## src/rtl/jellyvl_synctimer_pkg.sv

```systemverilog
// Shared definitions for the synctimer link blocks: frame command codes and
// the frame-parser state encoding used by both receiver and transmitter.
package jellyvl_synctimer_pkg;

    localparam logic [7:0] CMD_ADJUST = 8'h01;
    localparam logic [7:0] CMD_SET    = 8'h02;

    typedef enum logic [1:0] {
        IDLE  = 2'd0,
        TIME  = 2'd1,
        CHECK = 2'd2
    } state_t;

    function automatic logic is_cmd(input logic [7:0] b);
        return (b == CMD_ADJUST) || (b == CMD_SET);
    endfunction

endpackage

```

## src/rtl/jellyvl_synctimer_sync_receiver.sv

```systemverilog
// Sync-frame receiver: parses CMD, LSB-first timestamp and checksum bytes and
// emits a latency-compensated correction strobe for the synctimer core.
module jellyvl_synctimer_sync_receiver
    import jellyvl_synctimer_pkg::*;
#(
    parameter int unsigned             TIMER_WIDTH   = 64,
    parameter int unsigned             TIMER_BYTES   = TIMER_WIDTH / 8,
    parameter logic [TIMER_WIDTH-1:0]  OFFSET        = '0,
    parameter int unsigned             TIMEOUT       = 1024,
    parameter int unsigned             TIMEOUT_WIDTH = 16
) (
    input  logic                   reset,
    input  logic                   clk,
    input  logic                   enable,
    input  logic [TIMER_WIDTH-1:0] current_time,
    input  logic [7:0]             s_data,
    input  logic                   s_valid,
    output logic [TIMER_WIDTH-1:0] correct_time,
    output logic                   correct_override,
    output logic                   correct_valid,
    output logic                   busy,
    output logic                   err_checksum,
    output logic                   err_timeout
);

    localparam int unsigned IDX_W = (TIMER_BYTES > 1) ? $clog2(TIMER_BYTES) : 1;
    localparam logic [IDX_W-1:0]         LAST_IDX   = IDX_W'(TIMER_BYTES - 1);
    localparam logic [TIMEOUT_WIDTH-1:0] GAP_LIMIT  = TIMEOUT_WIDTH'(TIMEOUT - 1);
    localparam bit                       TIMEOUT_EN = (TIMEOUT != 0);

    state_t                   state_q;
    logic                     override_q;
    logic [TIMER_WIDTH-1:0]   sof_time_q;
    logic [TIMER_WIDTH-1:0]   rx_time_q;
    logic [7:0]               sum_q;
    logic [IDX_W-1:0]         idx_q;
    logic [TIMEOUT_WIDTH-1:0] gap_q;

    logic [TIMER_WIDTH-1:0]   correct_time_q;
    logic                     correct_override_q;
    logic                     correct_valid_q;
    logic                     busy_q;
    logic                     err_checksum_q;
    logic                     err_timeout_q;

    logic [7:0]               chk_sum;
    logic [TIMER_WIDTH-1:0]   comp_time;
    logic                     timeout_hit;

    // Elapsed local time is a modular difference, so a wrap of current_time
    // between SOF and CHK still yields the right compensation.
    assign chk_sum     = sum_q + s_data;
    assign comp_time   = rx_time_q + (current_time - sof_time_q) + OFFSET;
    assign timeout_hit = TIMEOUT_EN && !s_valid && (gap_q == GAP_LIMIT);

    always_ff @(posedge clk or negedge reset) begin
        if (!reset) begin
            state_q            <= IDLE;
            override_q         <= 1'b0;
            sof_time_q         <= '0;
            rx_time_q          <= '0;
            sum_q              <= '0;
            idx_q              <= '0;
            gap_q              <= '0;
            correct_time_q     <= '0;
            correct_override_q <= 1'b0;
            correct_valid_q    <= 1'b0;
            busy_q             <= 1'b0;
            err_checksum_q     <= 1'b0;
            err_timeout_q      <= 1'b0;
        end else begin
            // NOTE: pulses default low here and are raised only by the branch
            // that fires, so each is high for exactly one cycle.
            correct_valid_q <= 1'b0;
            err_checksum_q  <= 1'b0;
            err_timeout_q   <= 1'b0;

            if (!enable) begin
                state_q <= IDLE;
                busy_q  <= 1'b0;
                gap_q   <= '0;
                idx_q   <= '0;
                sum_q   <= '0;
            end else begin
                case (state_q)
                    IDLE: begin
                        gap_q <= '0;
                        if (s_valid && is_cmd(s_data)) begin
                            override_q <= (s_data == CMD_SET);
                            sof_time_q <= current_time;
                            sum_q      <= s_data;
                            idx_q      <= '0;
                            state_q    <= TIME;
                            busy_q     <= 1'b1;
                        end
                    end

                    TIME: begin
                        if (s_valid) begin
                            rx_time_q[8*idx_q +: 8] <= s_data;
                            sum_q <= chk_sum;
                            idx_q <= idx_q + 1'b1;
                            gap_q <= '0;
                            if (idx_q == LAST_IDX) begin
                                state_q <= CHECK;
                            end
                        end else if (timeout_hit) begin
                            state_q       <= IDLE;
                            busy_q        <= 1'b0;
                            gap_q         <= '0;
                            err_timeout_q <= 1'b1;
                        end else begin
                            gap_q <= gap_q + 1'b1;
                        end
                    end

                    CHECK: begin
                        if (s_valid) begin
                            state_q <= IDLE;
                            busy_q  <= 1'b0;
                            gap_q   <= '0;
                            if (chk_sum == 8'h00) begin
                                correct_time_q     <= comp_time;
                                correct_override_q <= override_q;
                                correct_valid_q    <= 1'b1;
                            end else begin
                                err_checksum_q <= 1'b1;
                            end
                        end else if (timeout_hit) begin
                            state_q       <= IDLE;
                            busy_q        <= 1'b0;
                            gap_q         <= '0;
                            err_timeout_q <= 1'b1;
                        end else begin
                            gap_q <= gap_q + 1'b1;
                        end
                    end

                    default: begin
                        state_q <= IDLE;
                        busy_q  <= 1'b0;
                        gap_q   <= '0;
                    end
                endcase
            end
        end
    end

    assign correct_time     = correct_time_q;
    assign correct_override = correct_override_q;
    assign correct_valid    = correct_valid_q;
    assign busy             = busy_q;
    assign err_checksum     = err_checksum_q;
    assign err_timeout      = err_timeout_q;

endmodule

```

## config.mk

```make
export PLATFORM = sky130hd
export DESIGN_NAME = jellyvl_synctimer_sync_receiver
export DESIGN_NICKNAME = d
export VERILOG_FILES = /design/src/rtl/jellyvl_synctimer_pkg.sv /design/src/rtl/jellyvl_synctimer_sync_receiver.sv
export SDC_FILE = /design/constraint.sdc
export NUM_CORES = 1
export LEC_CHECK = 0
export ABC_AREA = 1
export CAP_MARGIN = 25
export CELL_PAD_IN_SITES_DETAIL_PLACEMENT = 1
export CELL_PAD_IN_SITES_GLOBAL_PLACEMENT = 2
export CORE_MARGIN = 8
export CORE_UTILIZATION = 36
export DETAILED_ROUTE_END_ITERATION = 10
export PLACE_DENSITY_LB_ADDON = 0.1
export SETUP_SLACK_MARGIN = 0.05
export SLEW_MARGIN = 10
export SYNTH_ARGS = -nofsm -noshare
export SYNTH_HDL_FRONTEND = slang
export SYNTH_SLANG_ARGS = --single-unit
```

## constraint.sdc

```tcl
create_clock -name clk -period 4.7 [get_ports clk]
set_input_delay 0.47 -clock clk [delete_from_list [all_inputs] [get_ports clk]]
set_output_delay 0.47 -clock clk [all_outputs]
set_load 0.02 [all_outputs]
```

# == Yosys cells after proc, flatten, opt, wreduce, memory -nomap -nowiden ==
# Cells that the tools add are included.
# classes
add_sub_neg,6
eq_ne,11
n_shift,2
n_mux,38
reduce_logical,13
# ops
cell,n
$add A64 B64 Y64,1
$bwmux W64,1
$mux W16,4
$shift A8 B34 Y64 const A,1
$shiftx A8 B34 Y64,1
$sub A64 B64 Y64,1
$neg A6 Y34,1
$mux W8,3
$mux W1,17
$add A16 B1 Y16 const B,1
$eq A16 B10 Y1 const B,1
$pmux W8 S2,1
$mux W2,6
$mux W3,3
$ne A3 B3 Y1 const B,3
$reduce_and A3 Y1,3
$add A8 B8 Y8,1
$eq A8 B1 Y1 const B,1
$eq A8 B2 Y1 const B,1
$logic_not A8 Y1,1
$pmux W2 S3,1
$pmux W3 S2,1
$ne A4 B4 Y1 const B,1
$reduce_and A2 Y1,2
12 further kinds,13
# word_totals
reg_bits,227
input_bits,76
out_inout_bits,69
word_cells,83

# == Depth between registers and ports, before layout ==
# Gate-level depths: netlist of the first run.
# depth
ltp_word,6
ltp_mapped,19
ltp_nobuf,19

# == Least setup slack after synthesis of the first run ==
# OpenSTA, ideal clock, no wires.
# synth_timing
path_type,input -> register
from,in current_time[1]
to,"reg correct_time_q[60], in the netlist correct_time[60]"
setup_ps,117
arrival_ps,2466
required_time_ps,4583
slack_ps,2117
path_stages,16
path_buffers,0
path_cell_list,inv_1 -> fa_1 -> inv_1 -> fa_1 -> nand3_1 -> nand3_1 -> nand2_1 -> nand2_1 -> nand2_1 -> nand2_1 -> nand2_1 -> nand2_1 -> nand2_1 -> nand3_1 -> nand3_1 -> nand2_1
# synth_between
elab_chain_len,2
# synth_rtl
element,line,text
"start, declared",jellyvl_synctimer_sync_receiver.sv:15,"input logic [TIMER_WIDTH-1:0] current_time,"
$sub A64 B64 Y64,jellyvl_synctimer_sync_receiver.sv:53,assign comp_time = rx_time_q + (current_time - sof_time_q) + OFFSET;
$add A64 B64 Y64,jellyvl_synctimer_sync_receiver.sv:53,
"end signal, assigned",jellyvl_synctimer_sync_receiver.sv:123,correct_time_q <= comp_time;
"end, declared",jellyvl_synctimer_sync_receiver.sv:39,logic [TIMER_WIDTH-1:0] correct_time_q;
# Every way passes these cells.
# A chain may end at the register's enable or synchronous reset.

# == Worst setup path in the final report of the first run ==
# layout_timing
from,reg idx_q[0]
to,reg rx_time_q[59]
# layout_between
elab_chain_len,3
elab_cells_between_ends,4
classes_between,add/sub (1); shift (2); mux (1)
# layout_rtl
element,line,text
"start, declared",jellyvl_synctimer_sync_receiver.sv:36,logic [IDX_W-1:0] idx_q;
"start signal, assigned",jellyvl_synctimer_sync_receiver.sv:102,idx_q <= idx_q + 1'b1;
$neg A6 Y34 (*),jellyvl_synctimer_sync_receiver.sv:100,rx_time_q[8*idx_q +: 8] <= s_data;
$shiftx A8 B34 Y64 / $shift A8 B34 Y64 (equally long branches),jellyvl_synctimer_sync_receiver.sv:100,
$bwmux W64 (*),jellyvl_synctimer_sync_receiver.sv:100,
"end signal, assigned by index",jellyvl_synctimer_sync_receiver.sv:100,
"end, declared",jellyvl_synctimer_sync_receiver.sv:34,logic [TIMER_WIDTH-1:0] rx_time_q;
# Every way passes the cells marked *; elsewhere a longest branch is shown, timed or not.

==> results of run 1 <==
==> power groups by stage <==
stage | combinational (mW) | sequential (mW) | clock [mW]
floorplan | 1.72 | 2.18 | 0
global placement | 2.66 | 2.19 | 0
detailed placement | 2.69 | 2.19 | 0
CTS | 2.70 | 2.16 | 2.38
global route | 3.02 | 2.18 | 2.43
finish | 2.69 | 2.16 | 2.31
==> per-stage QoR <==
stage	setup WS (ns)	cell area [µm²]	utilization (%)	hold WS, ns	instances
after floorplan	2.117	17380	-	0.1744	2605
after global placement	0.8591	19460	40.77	0.4461	3327
after detailed placement	0.8720	19460	40.77	0.4619	3327
after CTS	1.227	20450	42.82	0.4651	3377
after global routing	1.019	20450	42.82	0.4752	3377
final	1.227	20450	42.82	0.4688	3377
==> synthesized netlist by cell type (2+ instances only) <==
| cell | n | area (µm²) |
|---|---|---|
| nor3b_1 | 5 | 37.54 |
| inv_2 | 4 | 15.01 |
| xor2_1 | 8 | 70.07 |
| buf_6 | 7 | 78.83 |
| fa_1 | 64 | 1281 |
| dfrtp_1 | 227 | 5680 |
| nand3_1 | 117 | 585.6 |
| nor4_1 | 5 | 31.28 |
| ha_1 | 80 | 1001 |
| nor2_1 | 162 | 608.1 |
| o21ai_2 | 19 | 166.4 |
| xnor2_1 | 31 | 271.5 |
| o21ai_0 | 126 | 630.6 |
| nor3_1 | 31 | 155.2 |
| mux2_2 | 3 | 33.78 |
| nand2_1 | 885 | 3322 |
| buf_2 | 10 | 50.05 |
| o211ai_1 | 2 | 15.01 |
| and2_1 | 2 | 12.51 |
| o21ai_1 | 10 | 50.05 |
| nor3_2 | 2 | 20.02 |
| o21bai_1 | 3 | 22.52 |
| a31oi_1 | 5 | 31.28 |
| inv_1 | 658 | 2470 |
| nand4_1 | 30 | 187.7 |
| nor2_2 | 2 | 12.51 |
| clkbuf_1 | 24 | 90.09 |
| a21oi_1 | 69 | 345.3 |
| nand3b_1 | 7 | 52.55 |
==> how the worst max path moves through the flow <==
| stage | depth (start not counted) | start | slack (ns) | end |
|---|---|---|---|---|
| floorplan | 16 | current_time[1] | 2.12 | correct_time[60]$_DFFE_PN0P_ |
| global placement | 15 | current_time[1] | 0.86 | correct_time[32]$_DFFE_PN0P_ |
| detailed placement | 15 | current_time[1] | 0.87 | correct_time[32]$_DFFE_PN0P_ |
| CTS | 8 | idx_q[0]$_DFFE_PN0P_ | 1.23 | rx_time_q[59]$_DFFE_PN0P_ |
| global route | 8 | idx_q[0]$_DFFE_PN0P_ | 1.02 | rx_time_q[59]$_DFFE_PN0P_ |
| finish | 8 | idx_q[0]$_DFFE_PN0P_ | 1.23 | rx_time_q[59]$_DFFE_PN0P_ |
==> routing by layer <==
layer  vias to the layer above  part of all wire, %  global-route usage (%)
li1                       8010                    -                       -
met1                      7756                   49                   31.46
met2                       264                   46                   37.02
met3                        61                  3.7                   2.868
met4                         0                  2.0                   4.314
met5                         -                    0                       0
==> critical path: stages (launching register included) <==
cell and delay [ns]:
dfrtp_1 0.66, inv_2 0.17, ha_1 0.25, ha_1 0.49, inv_1 0.41, nand2_1 0.17
nor2_1 0.76, nand4_1 0.28, o21ai_0 0.18
==> repair_timing <==
item / CTS / global route
hold endpoints to repair: 94 / 0
resized for setup: 0 / 0
setup endpoints to repair: 0 / 0
hold buffers: 1 / 0
==> state kept, by name, summed over array words and instances (netlist names), 2 cells and up <==
register      flops
sum_q             8
correct_time     64
rx_time_q        64
idx_q             3
state_q           2
gap_q            16
sof_time_q       64
==> area by class of cell <==
type                       instances  area (µm²)  share of cell area (%)
sequential                       227        5680                   27.78
timing repair buffer             151        1539                   7.527
inverter                         662        2485                   12.15
multi-input combinational       1673        9000                   44.02
clock buffer                      36       780.7                   3.818
clock inverter                    13       192.7                  0.9424
tap                              615       769.5                   3.763
==> cell families after synthesis <==
| family | share of synthesized area (%) |
|---|---|
| compound gates | 7.307 |
| buf+inv | 15.63 |
| mux | 0.1944 |
| xor+xnor | 1.965 |
| flops | 32.69 |
| simple gates | 29.09 |
| fa+ha+maj | 13.13 |
==> cells in the final DEF, fill, tap and decap left out, drive strengths merged, types with 31 or more instances in the layout <==
| cell type | n |
|---|---|
| inv | 662 |
| nor2 | 165 |
| o21ai | 155 |
| nand3 | 117 |
| nor3 | 33 |
| ha | 80 |
| clkbuf | 36 |
| dfrtp | 227 |
| a21oi | 69 |
| xnor2 | 31 |
| fa | 64 |
| clkdlybuf4s50 | 143 |
| nand2 | 886 |
==> flow_summary.html, run 1 <==
<table>
<tr><th>Metric</th><th>Value</th></tr>
<tr><th colspan="2">Status</th></tr>
<tr><td>Outcome</td><td>complete, no violations</td></tr>
<tr><th colspan="2">Power and ir drop</th></tr>
<tr><td>Sequential power share</td><td>30.2%</td></tr>
<tr><td>Total power per unit cell area</td><td>350.4 nW/µm²</td></tr>
<tr><td>Proportion of power drawn by the clock network</td><td>32.3%</td></tr>
<tr><td>Static Leak</td><td>11.45 nW</td></tr>
<tr><td>Net switching power</td><td>2.860 mW</td></tr>
<tr><td>Combinational group share of total power</td><td>37.6%</td></tr>
<tr><td>IR drop worst, VDD</td><td>259.0 µV</td></tr>
<tr><td>Internal</td><td>4.304 mW</td></tr>
<tr><td>Switching portion of total power</td><td>39.93%</td></tr>
<tr><td>Total Power Consumption</td><td>7.164 mW</td></tr>
<tr><th colspan="2">Clock tree</th></tr>
<tr><td>CTS root buf</td><td>clkbuf_16</td></tr>
<tr><td>Number of CTS-inserted buffers</td><td>28</td></tr>
<tr><td>Max Root-Sink Buffers</td><td>3</td></tr>
<tr><td>Clock Pin Slew Worst Setup and Hold Paths</td><td>0.06 ns</td></tr>
<tr><td>Worst-skew pair later-pin latency</td><td>0.60 ns</td></tr>
<tr><td>Maximum level of the CTS H-tree</td><td>1</td></tr>
<tr><td>Clock net sink count</td><td>227</td></tr>
<tr><td>Clock tree from TritonCTS</td><td>yes</td></tr>
<tr><td>Post-CTS setup buffer count</td><td>0</td></tr>
<tr><th colspan="2">Worst setup path</th></tr>
<tr><td>Endpoint of the most critical register-to-register path</td><td>rx_time_q[59]$_DFFE_PN0P_</td></tr>
<tr><td>Critical path capture point type</td><td>flop</td></tr>
<tr><td>Register-to-register setup slack</td><td>1.23 ns</td></tr>
<tr><td>Sort of element at the start of the critical path</td><td>flop</td></tr>
<tr><td>Critical path fanouts, max</td><td>15</td></tr>
<tr><td>Length in cells of the worst reg-to-reg path</td><td>8</td></tr>
<tr><td>Crit path required time</td><td>5.21 ns</td></tr>
<tr><td>Data arrival time of the critical path</td><td>3.98 ns</td></tr>
<tr><td>FF-to-FF Start</td><td>idx_q[0]$_DFFE_PN0P_</td></tr>
<tr><td>Type of the setup path with the least slack</td><td>flop to flop</td></tr>
<tr><th colspan="2">Run</th></tr>
<tr><td>Max-capacitance violation count</td><td>0</td></tr>
<tr><th colspan="2">Floorplan</th></tr>
<tr><td>Vertical die dimension</td><td>235.7 µm</td></tr>
<tr><td>Count of pins on the block boundary</td><td>145</td></tr>
<tr><td>Core footprint</td><td>47,750 µm²</td></tr>
<tr><td>Full die area</td><td>55,560 µm²</td></tr>
<tr><td>Initial core utilization</td><td>36.40%</td></tr>
<tr><td>Chip width</td><td>235.7 µm</td></tr>
<tr><td>FP Rows</td><td>80</td></tr>
<tr><th colspan="2">Synthesis</th></tr>
<tr><td>Top flip-flop cell by instance count after synthesis</td><td>dfrtp_1</td></tr>
<tr><td>Number of register bits inferred by synthesis</td><td>227</td></tr>
<tr><td>Mean cell area of the mapped netlist</td><td>6.671 µm²</td></tr>
<tr><td>Portion of the post-synthesis area used by sequential elements</td><td>32.69%</td></tr>
<tr><td>Synthesized cell area</td><td>17,380 µm²</td></tr>
<tr><td>Number of instances in the synthesized netlist</td><td>2,605</td></tr>
<tr><td>Number of distinct library cells after synthesis</td><td>36</td></tr>
<tr><td>FFs w/ async S/R, synth</td><td>100.0%</td></tr>
<tr><td>Post-synth EDFFs</td><td>0</td></tr>
<tr><td>Warnings from Yosys</td><td>0</td></tr>
<tr><td>Synth Net Count</td><td>2,825</td></tr>
<tr><th colspan="2">Place</th></tr>
<tr><td>RD Place Congestion</td><td>0.9573</td></tr>
<tr><td>Port Buf Inserts</td><td>144</td></tr>
<tr><td>Detail Placement HPWL</td><td>52,570 µm</td></tr>
<tr><th colspan="2">Cells and area</th></tr>
<tr><td>Number of antenna repair diodes</td><td>0</td></tr>
<tr><td>Fraction of final layout cells sized beyond drive strength 1</td><td>3.222%</td></tr>
<tr><td>Filler cells</td><td>6,208</td></tr>
<tr><td>Net count reported at finish</td><td>2,963</td></tr>
<tr><td>Synthesis-to-finish area growth</td><td>17.65%</td></tr>
<tr><th colspan="2">Timing</th></tr>
<tr><td>Final setup violation count</td><td>0</td></tr>
<tr><td>Shortest period the worst path allows</td><td>3.473 ns</td></tr>
<tr><td>Worst rel slew slack</td><td>34.80%</td></tr>
<tr><td>Total count of max-transition violations in the final report</td><td>0</td></tr>
<tr><td>Final count of hold timing violations</td><td>0</td></tr>
<tr><td>Achievable frequency</td><td>287.9 MHz</td></tr>
<tr><td>Slew at the pin closest to its max-slew limit</td><td>0.9743 ns</td></tr>
<tr><td>Final setup skew</td><td>0.05096 ns</td></tr>
<tr><td>TNS Setup</td><td>0 ns</td></tr>
<tr><td>Unrepaired setup endpoints after global routing</td><td>no</td></tr>
<tr><td>Final cycle utilization of the critical path</td><td>73.89%</td></tr>
<tr><th colspan="2">Hold path</th></tr>
<tr><td>Min-delay src</td><td>gap_q[0]$_DFF_PN0_</td></tr>
<tr><td>Instance count along the most critical hold path</td><td>1</td></tr>
<tr><td>Destination of the worst hold path</td><td>gap_q[0]$_DFF_PN0_</td></tr>
<tr><td>Worst min path class</td><td>flop to flop</td></tr>
<tr><th colspan="2">GRT</th></tr>
<tr><td>GRT Util Overall</td><td>22.46%</td></tr>
<tr><td>Wire length of the first global-routing pass</td><td>97,590 µm</td></tr>
<tr><td>Number of global-route vias before repair</td><td>16.93k</td></tr>
<tr><td>Maximum number of pins on one net before global-route repair</td><td>104</td></tr>
<tr><td>Sum of overflow across all layers after global routing</td><td>0</td></tr>
<tr><td>Antenna violations before repair</td><td>0</td></tr>
<tr><th colspan="2">Route</th></tr>
<tr><td>Detailed Route Iter0 Violations</td><td>800</td></tr>
<tr><td>DRC Markers</td><td>0</td></tr>
<tr><td>Per-cell via count in the routed design</td><td>4.765</td></tr>
<tr><td>Count of vias placed by the detailed router</td><td>16.09k</td></tr>
<tr><td>ANT nets after route</td><td>0</td></tr>
<tr><td>Wire length per cell</td><td>18.60 µm</td></tr>
<tr><td>TritonRoute pass-1 iters</td><td>4</td></tr>
<tr><td>Final WL</td><td>62,810 µm</td></tr>
</table>
Note: power is estimated with default switching activity, not from simulation.
==> run 2, diff against run 1 <==
--- a/config.mk
+++ b/config.mk
@@ -10,7 +10,7 @@
 export CELL_PAD_IN_SITES_DETAIL_PLACEMENT = 1
 export CELL_PAD_IN_SITES_GLOBAL_PLACEMENT = 2
 export CORE_MARGIN = 8
-export CORE_UTILIZATION = 36
+export CORE_UTILIZATION = 33
 export DETAILED_ROUTE_END_ITERATION = 10
 export PLACE_DENSITY_LB_ADDON = 0.1
 export SETUP_SLACK_MARGIN = 0.05
==> constraint.sdc (replaced) <==
create_clock -name clk -period 3.3 [get_ports clk]
set_input_delay 0.33 -clock clk [delete_from_list [all_inputs] [get_ports clk]]
set_output_delay 0.33 -clock clk [all_outputs]
set_load 0.02 [all_outputs]
==> run 2 against run 1 <==
  * Clock power rose by 39%
  * Largest power group unchanged
  * Non-clock buffer count rose by 174
  * Cell count rose by 7.2%
  * Register-to-register slack got worse by 0.96 ns
  * Via count rose by 3.2%
  * First-iteration DRC count fell by 7.4%
  * Cell area rose by 6.7%
  * Wire length rose by 4.4%
  * Hold slack got worse by 0.12 ns
  * Sequential power rose by 42%
  * Global-route usage fell by 0.62 points
==> flow_summary.html, run 2 (synthesis results as in run 1) <==
<table>
<tr><th>Metric</th><th>Value</th></tr>
<tr><th colspan="2">Clock tree</th></tr>
<tr><td>Clock net sink count</td><td>227</td></tr>
<tr><td>Clock tree from TritonCTS</td><td>yes</td></tr>
<tr><td>Max Root-Sink Buffers</td><td>3</td></tr>
<tr><td>CTS root buf</td><td>clkbuf_16</td></tr>
<tr><td>Worst-skew pair later-pin latency</td><td>0.57 ns</td></tr>
<tr><td>Number of CTS-inserted buffers</td><td>28</td></tr>
<tr><td>Clock Pin Slew Worst Setup and Hold Paths</td><td>0.06 ns</td></tr>
<tr><td>Maximum level of the CTS H-tree</td><td>1</td></tr>
<tr><th colspan="2">Route</th></tr>
<tr><td>Sum of met3 wire segment lengths after detailed routing</td><td>2710 µm</td></tr>
<tr><td>Sum of met2 wire segment lengths after detailed routing</td><td>29,790 µm</td></tr>
<tr><td>Final WL</td><td>65,610 µm</td></tr>
<tr><td>Count of vias placed by the detailed router</td><td>16.60k</td></tr>
<tr><td>Wire length per cell</td><td>18.12 µm</td></tr>
<tr><td>Metal1 wirelength</td><td>31,470 µm</td></tr>
<tr><td>Highest signal layer in the routed design</td><td>met4</td></tr>
<tr><td>Detailed Route Iter0 Violations</td><td>741</td></tr>
<tr><td>TritonRoute pass-1 iters</td><td>7</td></tr>
<tr><td>DRC Markers</td><td>0</td></tr>
<tr><td>Per-cell via count in the routed design</td><td>4.585</td></tr>
<tr><td>ANT nets after route</td><td>0</td></tr>
<tr><th colspan="2">Floorplan</th></tr>
<tr><td>FP Rows</td><td>84</td></tr>
<tr><td>Count of pins on the block boundary</td><td>145</td></tr>
<tr><td>Chip width</td><td>245.5 µm</td></tr>
<tr><td>Core footprint</td><td>52,340 µm²</td></tr>
<tr><td>Initial core utilization</td><td>33.20%</td></tr>
<tr><td>Full die area</td><td>60,260 µm²</td></tr>
<tr><td>Vertical die dimension</td><td>245.5 µm</td></tr>
<tr><th colspan="2">Hold path</th></tr>
<tr><td>Worst min path class</td><td>primary input to asynchronous set/reset pin</td></tr>
<tr><th colspan="2">Power and ir drop</th></tr>
<tr><td>Total Power Consumption</td><td>10.66 mW</td></tr>
<tr><td>IR drop worst, VDD</td><td>331.4 µV</td></tr>
<tr><td>Total power per unit cell area</td><td>488.3 nW/µm²</td></tr>
<tr><td>Static Leak</td><td>12.27 nW</td></tr>
<tr><th colspan="2">Worst setup path</th></tr>
<tr><td>Type of the setup path with the least slack</td><td>flop to flop</td></tr>
<tr><td>Critical path capture point type</td><td>flop</td></tr>
<tr><td>Data arrival time of the critical path</td><td>3.49 ns</td></tr>
<tr><td>Critical path fanouts, max</td><td>5</td></tr>
<tr><td>Sort of element at the start of the critical path</td><td>flop</td></tr>
<tr><td>Crit path required time</td><td>3.76 ns</td></tr>
<tr><th colspan="2">Status</th></tr>
<tr><td>Outcome</td><td>complete, no violations</td></tr>
<tr><th colspan="2">Timing</th></tr>
<tr><td>Final cycle utilization of the critical path</td><td>91.92%</td></tr>
<tr><td>Slew at the pin closest to its max-slew limit</td><td>0.9964 ns</td></tr>
<tr><td>Minimum hold slack</td><td>0.3513 ns</td></tr>
<tr><td>Total count of max-transition violations in the final report</td><td>0</td></tr>
<tr><td>Final count of hold timing violations</td><td>0</td></tr>
<tr><td>Final setup skew</td><td>0.009950 ns</td></tr>
<tr><td>Final setup violation count</td><td>0</td></tr>
<tr><td>Worst rel slew slack</td><td>33.33%</td></tr>
<tr><td>TNS Setup</td><td>0 ns</td></tr>
<tr><td>Achievable frequency</td><td>329.7 MHz</td></tr>
<tr><td>Shortest period the worst path allows</td><td>3.033 ns</td></tr>
<tr><td>Final WS setup</td><td>0.2668 ns</td></tr>
<tr><td>Unrepaired setup endpoints after global routing</td><td>no</td></tr>
<tr><th colspan="2">Cells and area</th></tr>
<tr><td>Filler cells</td><td>6,765</td></tr>
<tr><td>Most frequent cells in the layout</td><td>nand2_1 (884), inv_1 (658), dfrtp_1 (227)</td></tr>
<tr><td>Post-route cell area</td><td>21,820 µm²</td></tr>
<tr><td>Synthesis-to-finish area growth</td><td>25.57%</td></tr>
<tr><td>Most common library cell in the layout ignoring fill and taps</td><td>nand2_1</td></tr>
<tr><td>Number of standard cells in the layout, taps in and fillers out</td><td>3,621</td></tr>
<tr><td>Net count reported at finish</td><td>3,137</td></tr>
<tr><td>Number of antenna repair diodes</td><td>0</td></tr>
<tr><td>Fraction of final layout cells sized beyond drive strength 1</td><td>8.728%</td></tr>
<tr><td>Layout Utilization</td><td>41.70%</td></tr>
<tr><th colspan="2">GRT</th></tr>
<tr><td>GRT Util Overall</td><td>21.84%</td></tr>
<tr><td>Maximum number of pins on one net before global-route repair</td><td>127</td></tr>
<tr><td>Sum of overflow across all layers after global routing</td><td>0</td></tr>
<tr><td>Antenna violations before repair</td><td>0</td></tr>
<tr><td>Wire length of the first global-routing pass</td><td>102,300 µm</td></tr>
<tr><td>Number of global-route vias before repair</td><td>17.84k</td></tr>
<tr><th colspan="2">Place</th></tr>
<tr><td>Detail Placement HPWL</td><td>55,360 µm</td></tr>
<tr><td>Cell total after placement</td><td>3,574</td></tr>
<tr><td>Port Buf Inserts</td><td>144</td></tr>
<tr><td>Worst-case setup slack after placement</td><td>-0.3057 ns</td></tr>
<tr><td>Post-place instance area</td><td>20,890 µm²</td></tr>
<tr><td>RD Place Congestion</td><td>0.9075</td></tr>
<tr><th colspan="2">Run</th></tr>
<tr><td>Max-capacitance violation count</td><td>0</td></tr>
</table>
==> run 2: cell count changes in the layout (fill, tap and decap cells not counted), sizes merged <==
cell,previous run,this run
clkbuf,36,40
clkinv,8,2
buf,7,181
clkinvlp,1,0
==> run 2: layout make-up <==
cell class,instances,area [µm²],share of cell area (%)
multi-input combinational,1673,9010,41.29
sequential,227,5680,26.03
timing repair buffer,325,2870,13.15
inverter,662,2485,11.39
tap,688,860.8,3.945
clock buffer,40,787.0,3.606
clock inverter,6,130.1,0.5963
==> run 2: worst paths after layout <==
check / start / end / slack (ns) / cells after the start
setup / recovery: sof_time_q[41]$_DFFE_PN0P_ / correct_time[59]$_DFFE_PN0P_ / 0.27 / 14
hold / removal: reset / sof_time_q[4]$_DFFE_PN0P_ / 0.35 / 2
setup reg to reg: sof_time_q[41]$_DFFE_PN0P_ / correct_time[59]$_DFFE_PN0P_ / 0.27 / 14
hold reg to reg: gap_q[0]$_DFF_PN0_ / gap_q[0]$_DFF_PN0_ / 0.46 / 1
max in group asynchronous: reset / rx_time_q[41]$_DFFE_PN0P_ / 1.93 / 3
min in group clk: current_time[28] / sof_time_q[28]$_DFFE_PN0P_ / 0.39 / 3
==> run 2: layer usage <==
metal / vias up / global-route usage, %
li1: 8347 / -
met3: 71 / 3.193
met2: 250 / 35.70
met4: 0 / 5.418
met5: - / 0
met1: 7934 / 30.08
==> run 2: what timing repair did <==
| action | CTS | global route |
|---|---|---|
| hold buffers | 1 | 0 |
| hold endpoints to repair | 68 | 0 |
| buffers inserted | 0 | 0 |
| resized for setup | 0 | 2 |
| setup endpoints to repair | 0 | 2 |
==> run 2: where the power goes <==
group / total, mW / switching (mW) / internal, mW
combinational: 4.39 / 2.77 / 1.62
clock: 3.20 / 1.25 / 1.94
sequential: 3.07 / 0.115 / 2.95
==> run 2: critical path: stages, from the launching register on <==
cell and delay, ns:
dfrtp_1 0.40, fa_1 0.51, inv_1 0.05, ha_1 0.40, nand2_1 0.11, buf_4 0.15
nor2_1 0.27, nand2_1 0.19, nor2_1 0.31, and2_1 0.18, nand2_1 0.09, nand2_1 0.08
nand2_1 0.05, nand3_1 0.08, nand2_1 0.05
